===== config.mk =====
export PLATFORM = sky130hd
export DESIGN_NAME = morse_dispatch
export DESIGN_NICKNAME = d
export VERILOG_FILES = /design/src/rtl/morse_pkg.sv /design/src/rtl/char_fifo.sv /design/src/rtl/morse_dispatch.sv
export SDC_FILE = /design/constraint.sdc
export NUM_CORES = 1
export LEC_CHECK = 0
export ABC_AREA = 1
export ABC_CLOCK_PERIOD_IN_PS = 2400
export CAP_MARGIN = 25
export CORE_ASPECT_RATIO = 0.6
export CORE_UTILIZATION = 54
export CTS_CLUSTER_DIAMETER = 60
export CTS_CLUSTER_SIZE = 30
export DETAILED_ROUTE_END_ITERATION = 8
export PLACE_DENSITY = 0.75
export SYNTH_ARGS = -nofsm -noshare
export SYNTH_HDL_FRONTEND = slang
export SYNTH_SLANG_ARGS = --single-unit

===== constraint.sdc =====
create_clock -name clk -period 2.4 [get_ports clk]
set_clock_uncertainty 0.05 [all_clocks]
set_input_delay 0.36 -clock clk [delete_from_list [all_inputs] [get_ports clk]]
set_output_delay 0.36 -clock clk [all_outputs]
set_load 0.1 [all_outputs]

===== src/rtl/morse_pkg.sv =====
// Shared definitions for the morse dispatch path: supported character codes,
// the code-legality check used at write time, and the dispatch FSM states.
package morse_pkg;

  localparam logic [7:0] CODE_STOP = 8'hFF;
  localparam logic [7:0] CODE_A    = 8'd65;
  localparam logic [7:0] CODE_B    = 8'd66;

  typedef enum logic [2:0] {
    ST_IDLE,
    ST_LOAD,
    ST_START,
    ST_WAIT_FIN,
    ST_GAP,
    ST_DONE,
    ST_ABORT
  } dispatch_state_t;

  // Digits 0-9, A, B and STOP are the only codes morse_send can encode.
  function automatic logic is_supported(input logic [7:0] code);
    return (code <= 8'd9) || (code == CODE_A) || (code == CODE_B) || (code == CODE_STOP);
  endfunction

endpackage


===== src/rtl/char_fifo.sv =====
// Synchronous 8-bit character FIFO with read-ahead head, flush and occupancy.
// Push/pop take effect on the clock edge; a push while full is dropped even if a pop coincides.
module char_fifo #(
  parameter int DEPTH = 16
) (
  input  logic                       clk,
  input  logic                       rst,
  input  logic                       flush,
  input  logic                       push,
  input  logic [7:0]                 push_data,
  input  logic                       pop,
  output logic [7:0]                 head,
  output logic [$clog2(DEPTH+1)-1:0] count,
  output logic                       full,
  output logic                       empty
);

  localparam int AW = $clog2(DEPTH);
  localparam int CW = $clog2(DEPTH + 1);

  logic [7:0]    mem [DEPTH];
  logic [AW-1:0] wr_ptr;
  logic [AW-1:0] rd_ptr;
  logic          do_push;
  logic          do_pop;

  assign full    = (count == CW'(DEPTH));
  assign empty   = (count == '0);
  assign do_push = push && !full;
  assign do_pop  = pop && !empty;
  assign head    = mem[rd_ptr];

  always_ff @(posedge clk) begin
    if (rst || flush) begin
      wr_ptr <= '0;
      rd_ptr <= '0;
      count  <= '0;
    end else begin
      if (do_push) wr_ptr <= wr_ptr + AW'(1);
      if (do_pop)  rd_ptr <= rd_ptr + AW'(1);
      case ({do_push, do_pop})
        2'b10:   count <= count + CW'(1);
        2'b01:   count <= count - CW'(1);
        default: count <= count;
      endcase
    end
  end

  // Storage is not reset; pointers and count define which entries are valid.
  always_ff @(posedge clk) begin
    if (do_push) mem[wr_ptr] <= push_data;
  end

endmodule


===== src/rtl/morse_dispatch.sv =====
// Queues character codes and plays them one at a time into morse_send, with a
// finish handshake, timeout, inter-character gap and clear-driven abort.
module morse_dispatch
  import morse_pkg::*;
#(
  parameter int DEPTH      = 16,
  parameter int START_LEN  = 2,
  parameter int GAP_CYCLES = 1000,
  parameter int TIMEOUT    = 2**24
) (
  input  logic                       clk,
  input  logic                       rst,
  input  logic                       wr_en,
  input  logic [7:0]                 wr_data,
  input  logic                       send,
  input  logic                       clear,
  output logic [7:0]                 val,
  output logic                       start_flag,
  input  logic                       finish_flag,
  output logic                       full,
  output logic                       empty,
  output logic [$clog2(DEPTH+1)-1:0] count,
  output logic                       busy,
  output logic                       done,
  output logic                       wr_err,
  output logic                       err
);

  localparam int MASK_LEN = START_LEN + 2;
  localparam int BIG_A    = (TIMEOUT > GAP_CYCLES) ? TIMEOUT : GAP_CYCLES;
  localparam int CNT_MAX  = (BIG_A > MASK_LEN) ? BIG_A : MASK_LEN;
  localparam int CW       = $clog2(CNT_MAX + 1);

  dispatch_state_t state;
  dispatch_state_t state_nxt;
  logic [CW-1:0]   cnt;
  logic [7:0]      head;
  logic            fin_meta;
  logic            fin_sync;
  logic            wr_ok;
  logic            pop;
  logic            fin_seen;
  logic            timeout_hit;
  logic            start_nxt;

  assign wr_ok       = wr_en && !clear && !full && is_supported(wr_data);
  assign pop         = (state == ST_LOAD) && !clear;
  // finish_flag is still high from the previous character until start_flag propagates.
  assign fin_seen    = fin_sync && (cnt >= CW'(MASK_LEN));
  assign timeout_hit = (cnt == CW'(TIMEOUT - 1));

  char_fifo #(
    .DEPTH(DEPTH)
  ) u_fifo (
    .clk       (clk),
    .rst       (rst),
    .flush     (clear),
    .push      (wr_ok),
    .push_data (wr_data),
    .pop       (pop),
    .head      (head),
    .count     (count),
    .full      (full),
    .empty     (empty)
  );

  always_ff @(posedge clk) begin
    if (rst) state <= ST_IDLE;
    else     state <= state_nxt;
  end

  always_comb begin
    state_nxt = state;
    if (clear) begin
      state_nxt = (state == ST_IDLE) ? ST_IDLE : ST_ABORT;
    end else begin
      case (state)
        ST_IDLE:     if (send) state_nxt = empty ? ST_DONE : ST_LOAD;
        ST_LOAD:     state_nxt = ST_START;
        ST_START:    if (cnt == CW'(START_LEN - 1)) state_nxt = ST_WAIT_FIN;
        ST_WAIT_FIN: if (fin_seen || timeout_hit) state_nxt = ST_GAP;
        ST_GAP:      if (cnt == CW'(GAP_CYCLES - 1)) state_nxt = empty ? ST_DONE : ST_LOAD;
        ST_DONE:     state_nxt = ST_IDLE;
        ST_ABORT:    if (cnt == CW'(START_LEN - 1)) state_nxt = ST_IDLE;
        default:     state_nxt = ST_IDLE;
      endcase
    end
  end

  always_comb begin
    busy      = (state != ST_IDLE);
    done      = (state == ST_DONE);
    start_nxt = (state == ST_START) || (state == ST_ABORT);
  end

  always_ff @(posedge clk) begin
    if (rst) begin
      fin_meta   <= 1'b0;
      fin_sync   <= 1'b0;
      cnt        <= '0;
      val        <= CODE_STOP;
      start_flag <= 1'b0;
      err        <= 1'b0;
      wr_err     <= 1'b0;
    end else begin
      fin_meta   <= finish_flag;
      fin_sync   <= fin_meta;
      cnt        <= (clear || (state_nxt != state)) ? '0 : cnt + CW'(1);
      start_flag <= start_nxt;
      err        <= !clear && (state == ST_WAIT_FIN) && !fin_seen && timeout_hit;
      wr_err     <= wr_en && !clear && !wr_ok;
      if (clear && busy) val <= CODE_STOP;
      else if (pop)      val <= head;
    end
  end

endmodule


# ---- Word level (Yosys, flattened, before mapping)
# Memory sizes are Yosys's and may differ from the RTL's. A register that Yosys moved wholly into a read port is not among the register bits.
# Index checks and enable logic that the tools add are counted.
dict set report word_totals {
  reg_bits 46
  ramBits 128
  in_bits 14
  out_inout_bits 20
  elab_cells 76
  mem_count 1
}
dict set report classes {
  n_addsub 5
  magnitude_cmp 2
  eq_ne 16
  muxes 12
  n_reduce_logical 30
}
# memory words width rd rd_clocked_by_memory_dff wr line_no
set memory_table {}
lappend memory_table {u_fifo.mem 16 8 1 1 1 char_fifo.sv:21} ;# logic [7:0] mem [DEPTH];
# op count
set op_table {}
lappend op_table {{$add A25 B1 Y25 const B} 1}
lappend op_table {{$eq A25 B1 Y1 const B} 1}
lappend op_table {{$eq A25 B10 Y1 const B} 1}
lappend op_table {{$eq A25 B24 Y1 const B} 1}
lappend op_table {{$ge A25 B3 Y1 const B} 1}
lappend op_table {{$mux W3} 8}
lappend op_table {{$pmux W3 S6} 1}
lappend op_table {{$eq A8 B7 Y1 const B} 2}
lappend op_table {{$logic_and A1 B1 Y1} 12}
lappend op_table {{$pmux W5 S2} 1}
lappend op_table {{$eq A3 B3 Y1 const B} 3}
lappend op_table {{$add A4 B1 Y4 const B} 2}
lappend op_table {{$eq A8 B8 Y1 const B} 1}
lappend op_table {{$le A8 B4 Y1 const B} 1}
lappend op_table {{$logic_or A1 B1 Y1} 7}
lappend op_table {{$eq A3 B2 Y1 const B} 2}
lappend op_table {{$add A5 B1 Y5 const B} 1}
lappend op_table {{$eq A5 B5 Y1 const B} 1}
lappend op_table {{$logic_not A1 Y1} 5}
lappend op_table {{$logic_not A5 Y1} 1}
lappend op_table {{$sub A5 B1 Y5 const B} 1}
lappend op_table {{$reduce_or A2 Y1} 2}
lappend op_table {{$eq A3 B1 Y1 const B} 1}
lappend op_table {{$logic_not A3 Y1} 1}
lappend op_table {{other kinds (6)} 7}

# ---- Depth between registers and ports, before layout
dict set report logic_depth {
  depth_word 9
  mapped_depth 16
  depth_no_buf 16
}

# ---- Cells and area by module
# Synthesis repeated with hierarchy kept, for this count alone.
dict set report unflattened {
  hier_cells 803
  area_unflattened_um2 8501.9
}
# mod instances cells_each area_per_inst_um2 seq_area_each_um2
set modules_own_cells {}
lappend modules_own_cells {char_fifo 1 481 6133.4 4184.0}
lappend modules_own_cells {morse_dispatch 1 322 2368.5 820.8}

# ---- Least setup slack after synthesis
# No wires, ideal clock.
dict set report synth_timing {
  path_type {reg-to-reg}
  from {register u_fifo.count[4]}
  to {register u_fifo.count[4]}
  setup_time_ns 0.070
  arrival_ns 4.164
  required_time_ns 2.280
  setup_slack_ns -1.884
  path_stages_with_launch 16
  path_buffers 0
  synth_period_minus_slack_ns 4.284
  path_cell_list {dfxtp_1 > inv_1 > nor2_1 > or2_2 > inv_1 > nand2_1 > ha_1 > inv_1 > fa_1 > inv_1 > a31oi_1 > nor2_1 > nor2_1 > o21ai_0 > o21ai_0 > a21oi_1}
}
dict set report synth_between {
  elab_chain_cells 7
  elab_cells_between_ends 14
  cone_classes {add/sub (2); eq/ne (3); mux (1); reduce/logical (8)}
}
# item line_no
set synth_rtl {}
lappend synth_rtl {{from (decl)} char_fifo.sv:13} ;# output logic [$clog2(DEPTH+1)-1:0] count,
lappend synth_rtl {{from (signal assigned)} char_fifo.sv:42} ;# 2'b10: count <= count + CW'(1);
lappend synth_rtl {{from (signal assigned)} char_fifo.sv:43} ;# 2'b01: count <= count - CW'(1);
lappend synth_rtl {{from (signal assigned)} char_fifo.sv:44} ;# default: count <= count;
lappend synth_rtl {{$eq A5 B5 Y1 *} char_fifo.sv:27} ;# assign full = (count == CW'(DEPTH));
lappend synth_rtl {{via full} morse_dispatch.sv:20} ;# output logic full,
lappend synth_rtl {{$logic_not A1 Y1 *} {char_fifo.sv:29, morse_dispatch.sv:46}}
lappend synth_rtl {{$logic_and A1 B1 Y1 (2 in a row)} morse_dispatch.sv:46} ;# assign wr_ok = wr_en && !clear && !full && is_supported(wr_data);
lappend synth_rtl {{$logic_and A1 B1 Y1 *} char_fifo.sv:29} ;# assign do_push = push && !full;
lappend synth_rtl {{$eq A2 B1 Y1 or $eq A2 B2 Y1 (tied branches)} char_fifo.sv:41} ;# case ({do_push, do_pop})
lappend synth_rtl {{$pmux W5 S2 or $reduce_bool A2 Y1 (tied branches)} n/a}
# Mark *: on every way through the listed nets, which the timed path passes. The rest lies on a longest branch.
# A chain may end at the register's enable or synchronous reset.

# ---- Final worst setup path
dict set report layout_timing {
  from {register u_fifo.count[3]}
  to {register u_fifo.count[4]}
}
dict set report layout_between {
  elab_chain_cells 7
  elab_cells_between_ends 14
  cone_classes {add/sub (2); eq/ne (3); mux (1); reduce/logical (8)}
}
# item line_no
set layout_rtl {}
lappend layout_rtl {{$eq A5 B5 Y1} char_fifo.sv:27}
lappend layout_rtl {{$logic_not A1 Y1} {char_fifo.sv:29, morse_dispatch.sv:46}}
lappend layout_rtl {{$logic_and A1 B1 Y1 (2 in a row)} morse_dispatch.sv:46}
lappend layout_rtl {{$logic_and A1 B1 Y1} char_fifo.sv:29}
lappend layout_rtl {{$eq A2 B1 Y1 or $eq A2 B2 Y1 (tied branches)} char_fifo.sv:41}
lappend layout_rtl {{$pmux W5 S2 or $reduce_bool A2 Y1 (tied branches)} n/a}
# Parallel ways exist; a longest one is shown, timed or not.

==> out/metrics.csv <==
stage;metric;value;unit
floorplanning;vertical extent of the die;96.0;um
detailed_routing;number of DRC markers in iteration 0;822;
clock_network;clock network latency to the later pin of the worst-skew pair;0.43;ns
timing;min cycle time layout;2.37;ns
synthesis;Synth Area in Simple Gates;18.6;%
detailed_routing;vias;6345;
synthesis;post-synth net total;827;
timing;peak clock frequency supported by timing;423;MHz
clock_network;clock tree from TritonCTS;done;
clock_network;Worst-path clk slew;0.07;ns
pwr;switch share;22.6;%
synthesis;library cell with the highest instance count after synthesis;nor2_1;
global_routing;wire length of the first global-routing pass;30.9;mm
setup_path;data arrival time of the worst path;2.67;ns
detailed_routing;met2 wire length;8.48;mm
detailed_routing;Avg Vias per Cell;5.76;
pwr;VDD IR max;390;uV
place;buffers added on ports;33;
detailed_routing;final routed wire length divided by cell count;18.5;um
detailed_routing;detailed-routing iteration count for the pre-antenna-repair pass;5;
place;Final HPWL DP;13.7;mm
floorplanning;Die Footprint;15200;um2
floorplanning;top-level I/O count;34;
clock_network;htree depth;4;
synthesis;flops & latches, synth;182;
timing;Final Max Slew Viols;0;
setup_path;Startpoint Class;flop;
clock_network;number of CTS-inserted buffers;17;
synthesis;leading post-synthesis cells by instance count;nor2_1 (169), edfxtp_1 (128), nand2_1 (100);
pwr;Comb pwr share;5.9;%
detailed_routing;final routed wirelength across all metal layers;20.4;mm
global_routing;Congestion Overflow GR;0;
timing;number of hold-slack violations in the final timing report;0;
floorplanning;Chip Width;159;um
setup_path;Reg-to-Reg Start;u_fifo.count[3];
detailed_routing;post-route DRC violation count;0;
detailed_routing;detailed-routing wirelength on met1;9.44;mm
setup_path;Worst setup startpoint;u_fifo.count[3];
detailed_routing;DR WL met3;2.20;mm
clock_network;Hold-fix buffers, CTS;0;
pwr;net switching power figure;1.48;mW
floorplanning;core region area;14000;um2
setup_path;data required time at the worst endpoint;2.70;ns
synthesis;cell taking the most area after synthesis;edfxtp_1;
flow_run;Max-Cap Viols;0;
synthesis;total number of yosys warnings;0;
setup_path;crit path max fanout;4;
pwr;internal power;5.08;mW
timing;smallest setup slack after layout;0.0340;ns
synthesis;largest cells by area after synthesis;edfxtp_1 (48%), dfxtp_1 (14%), nor2_1 (8.0%);
setup_path;type of the worst setup path;reg2reg;
synthesis;dominant combinational cell family by area after synthesis;simple AND/OR/NAND/NOR gates;
clock_network;clock sink count;182;
clock_network;clock root buffer;clkbuf_16;
detailed_routing;post-route antenna net violation count;0;
global_routing;vias in the first global route;5840;
pwr;cell area power density;654;nW/um2
synthesis;average cell area after synthesis;9.95;um2
pwr;total power after layout;6.56;mW
final_layout;Antenna Cells;0;
synthesis;fraction of synthesized cell area taken by the top area cell type;48.3;%
synthesis;proportion of synthesized area in mux cells;0;%
timing;slew at the pin with the worst max-slew slack;0.696;ns
synthesis;xor-xnor portion of the synthesized cell area;2.86;%
synthesis;post-synthesis sequential area ratio;61.9;%
synthesis;Post-synth EDFFs;128;
global_routing;initial antenna violation count;0;
timing;fin crit share;98.6;%
clock_network;number of buffers on the longest clock path;2;
pwr;Sequential Power Share;51.5;%
synthesis;most instantiated flip-flop cell in the synthesis netlist;edfxtp_1;
place;gp weighted congestion;0.968;
synthesis;number of distinct library cells after synthesis;35;
floorplanning;Initial Utilization;56.8;%
timing;RSZ-0062 raised after global routing;true;
timing;Slew HR;53.5;%
run_status;run status;complete, no violations;
synthesis;synthesized area;7960;um2
pwr;portion of total power attributed to the clock network;42.6;%
place;Post-Place Worst Slack;-0.642;ns
final_layout;layout cell share with drive strength beyond 1;20.9;%
timing;final setup violation count;0;
detailed_routing;highest routing layer actually used;met4;
final_layout;synthesis-to-finish area growth;26.2;%
global_routing;total routing resource utilization after global routing;27.5;%
pwr;static power due to leakage;3.61;nW
synthesis;ys async rst share;0;%
global_routing;largest net degree at the start of global routing;51;
worst_hold_path;hold path startpoint;wr_data[7];
floorplanning;num rows;33;
setup_path;crit end category;flop;
synthesis;Cells after Synth;800;
final_layout;total number of nets in the final design;924;
worst_hold_path;path type of the worst min-delay path;in2reg;
synthesis;area fraction in compound gates after synthesis;10.0;%
synthesis;post-synthesis share of cell area spent on full adders, half adders and majority gates;2.14;%
## registers in the layout (all words and copies together), names as in the netlist
signal and flops:
u_fifo.mem 128, cnt 25, val 8, u_fifo.count 5, u_fifo.rd_ptr 4, u_fifo.wr_ptr 4, state 3, err 1
fin_meta 1, fin_sync 1, start_flag 1, wr_err 1
## area by class of cell
cell class | count | area (um2)
Sequential cell | 182 | 4940
Clock inverter | 10 | 105
Tap cell | 192 | 240
Multi-Input combinational cell | 532 | 2950
Fill cell | 951 | 3960
Timing Repair Buffer | 105 | 1070
Inverter | 59 | 231
Clock buffer | 22 | 497
## layout by cell type, fill, tap and decap left out, types with 13 or more instances in the layout
cell / netlist / layout
nand3_1: 33 / 32
nor2_1: 169 / 150
o22ai_1: 20 / 20
dfxtp_1: 54 / 48
a21oi_1: 23 / 23
clkbuf_16: 0 / 19
nor2_4: 1 / 15
xor2_1: 13 / 13
buf_4: 0 / 72
o21ai_0: 83 / 80
inv_1: 57 / 51
buf_12: 0 / 19
xnor2_1: 13 / 13
edfxtp_1: 128 / 128
nand2_1: 100 / 93
## power groups by stage
stage / clock network (mW) / registers (mW) / logic [mW]
floorplan: 0 / 3.50 / 0.159
global placement: 0 / 3.45 / 0.346
detailed placement: 0 / 3.45 / 0.352
CTS: 2.82 / 3.38 / 0.354
global route: 2.94 / 3.38 / 0.414
finish: 2.79 / 3.38 / 0.390
## repair_timing
action,4_1_cts,5_1_grt
cloned,0,3
gates resized for setup,7,23
buffers inserted,0,3
endpoints found under the setup margin,10,28
pin swaps,3,18
## logic make-up (layout without fill, tap and decap cells)
kind of cell	Yosys count	count (layout)
AO/OA/AOI/OAI	144	144
buffers and inverters	89	196
flip-flops	182	182
adder cells (fa/ha/maj)	13	13
AND/OR/NAND/NOR	346	349
XOR/XNOR	26	26
## worst max-delay path, stage by stage (launching register included)
cell     delay [ns]
dfxtp_4        0.35
inv_2          0.05
nand4_1        0.18
nor2_4         0.14
or2_4          0.14
inv_4          0.04
nand2_4        0.06
ha_4           0.19
inv_4          0.04
fa_2           0.38
inv_2          0.09
a31oi_4        0.09
nor2_1         0.10
nor2_1         0.05
o21ai_1        0.11
o21ai_1        0.11
a21oi_1        0.13
## final timing paths
| check | end | slack (ns) | depth (start not counted) |
|---|---|---|---|
| max | u_fifo.count[4] | 0.03 | 16 |
| min | u_fifo.mem[15][7] | 0.35 | 2 |
| max reg2reg | u_fifo.count[4] | 0.03 | 16 |
| min reg2reg | fin_sync | 0.37 | 2 |
## through the flow
| stage | utilization, % | hold slack [ns] | TNS, ns | std cells | instance area [um2] |
|---|---|---|---|---|---|
| 4_1_cts | 70.7 | 0.374 | 0 | 1096 | 9890 |
| 3_3_place_gp | 66.3 | 0.353 | -49.14 | 1064 | 9280 |
| 2_1_floorplan | - | 0.338 | -5.28 | 800 | 8140 |
| 5_1_grt | 71.7 | 0.350 | -0.117 | 1102 | 10000 |
| 3_5_place_dp | 66.3 | 0.362 | -52.82 | 1064 | 9280 |
| 6_report | 71.7 | 0.353 | 0 | 1102 | 10000 |
## per-layer routing
metal,GRT usage [%],up-vias
met3,5.39,36
met5,0,-
met2,39.5,340
li1,-,2970
met1,41.5,2999
met4,8.98,0
(Power assumes the default switching activity.)
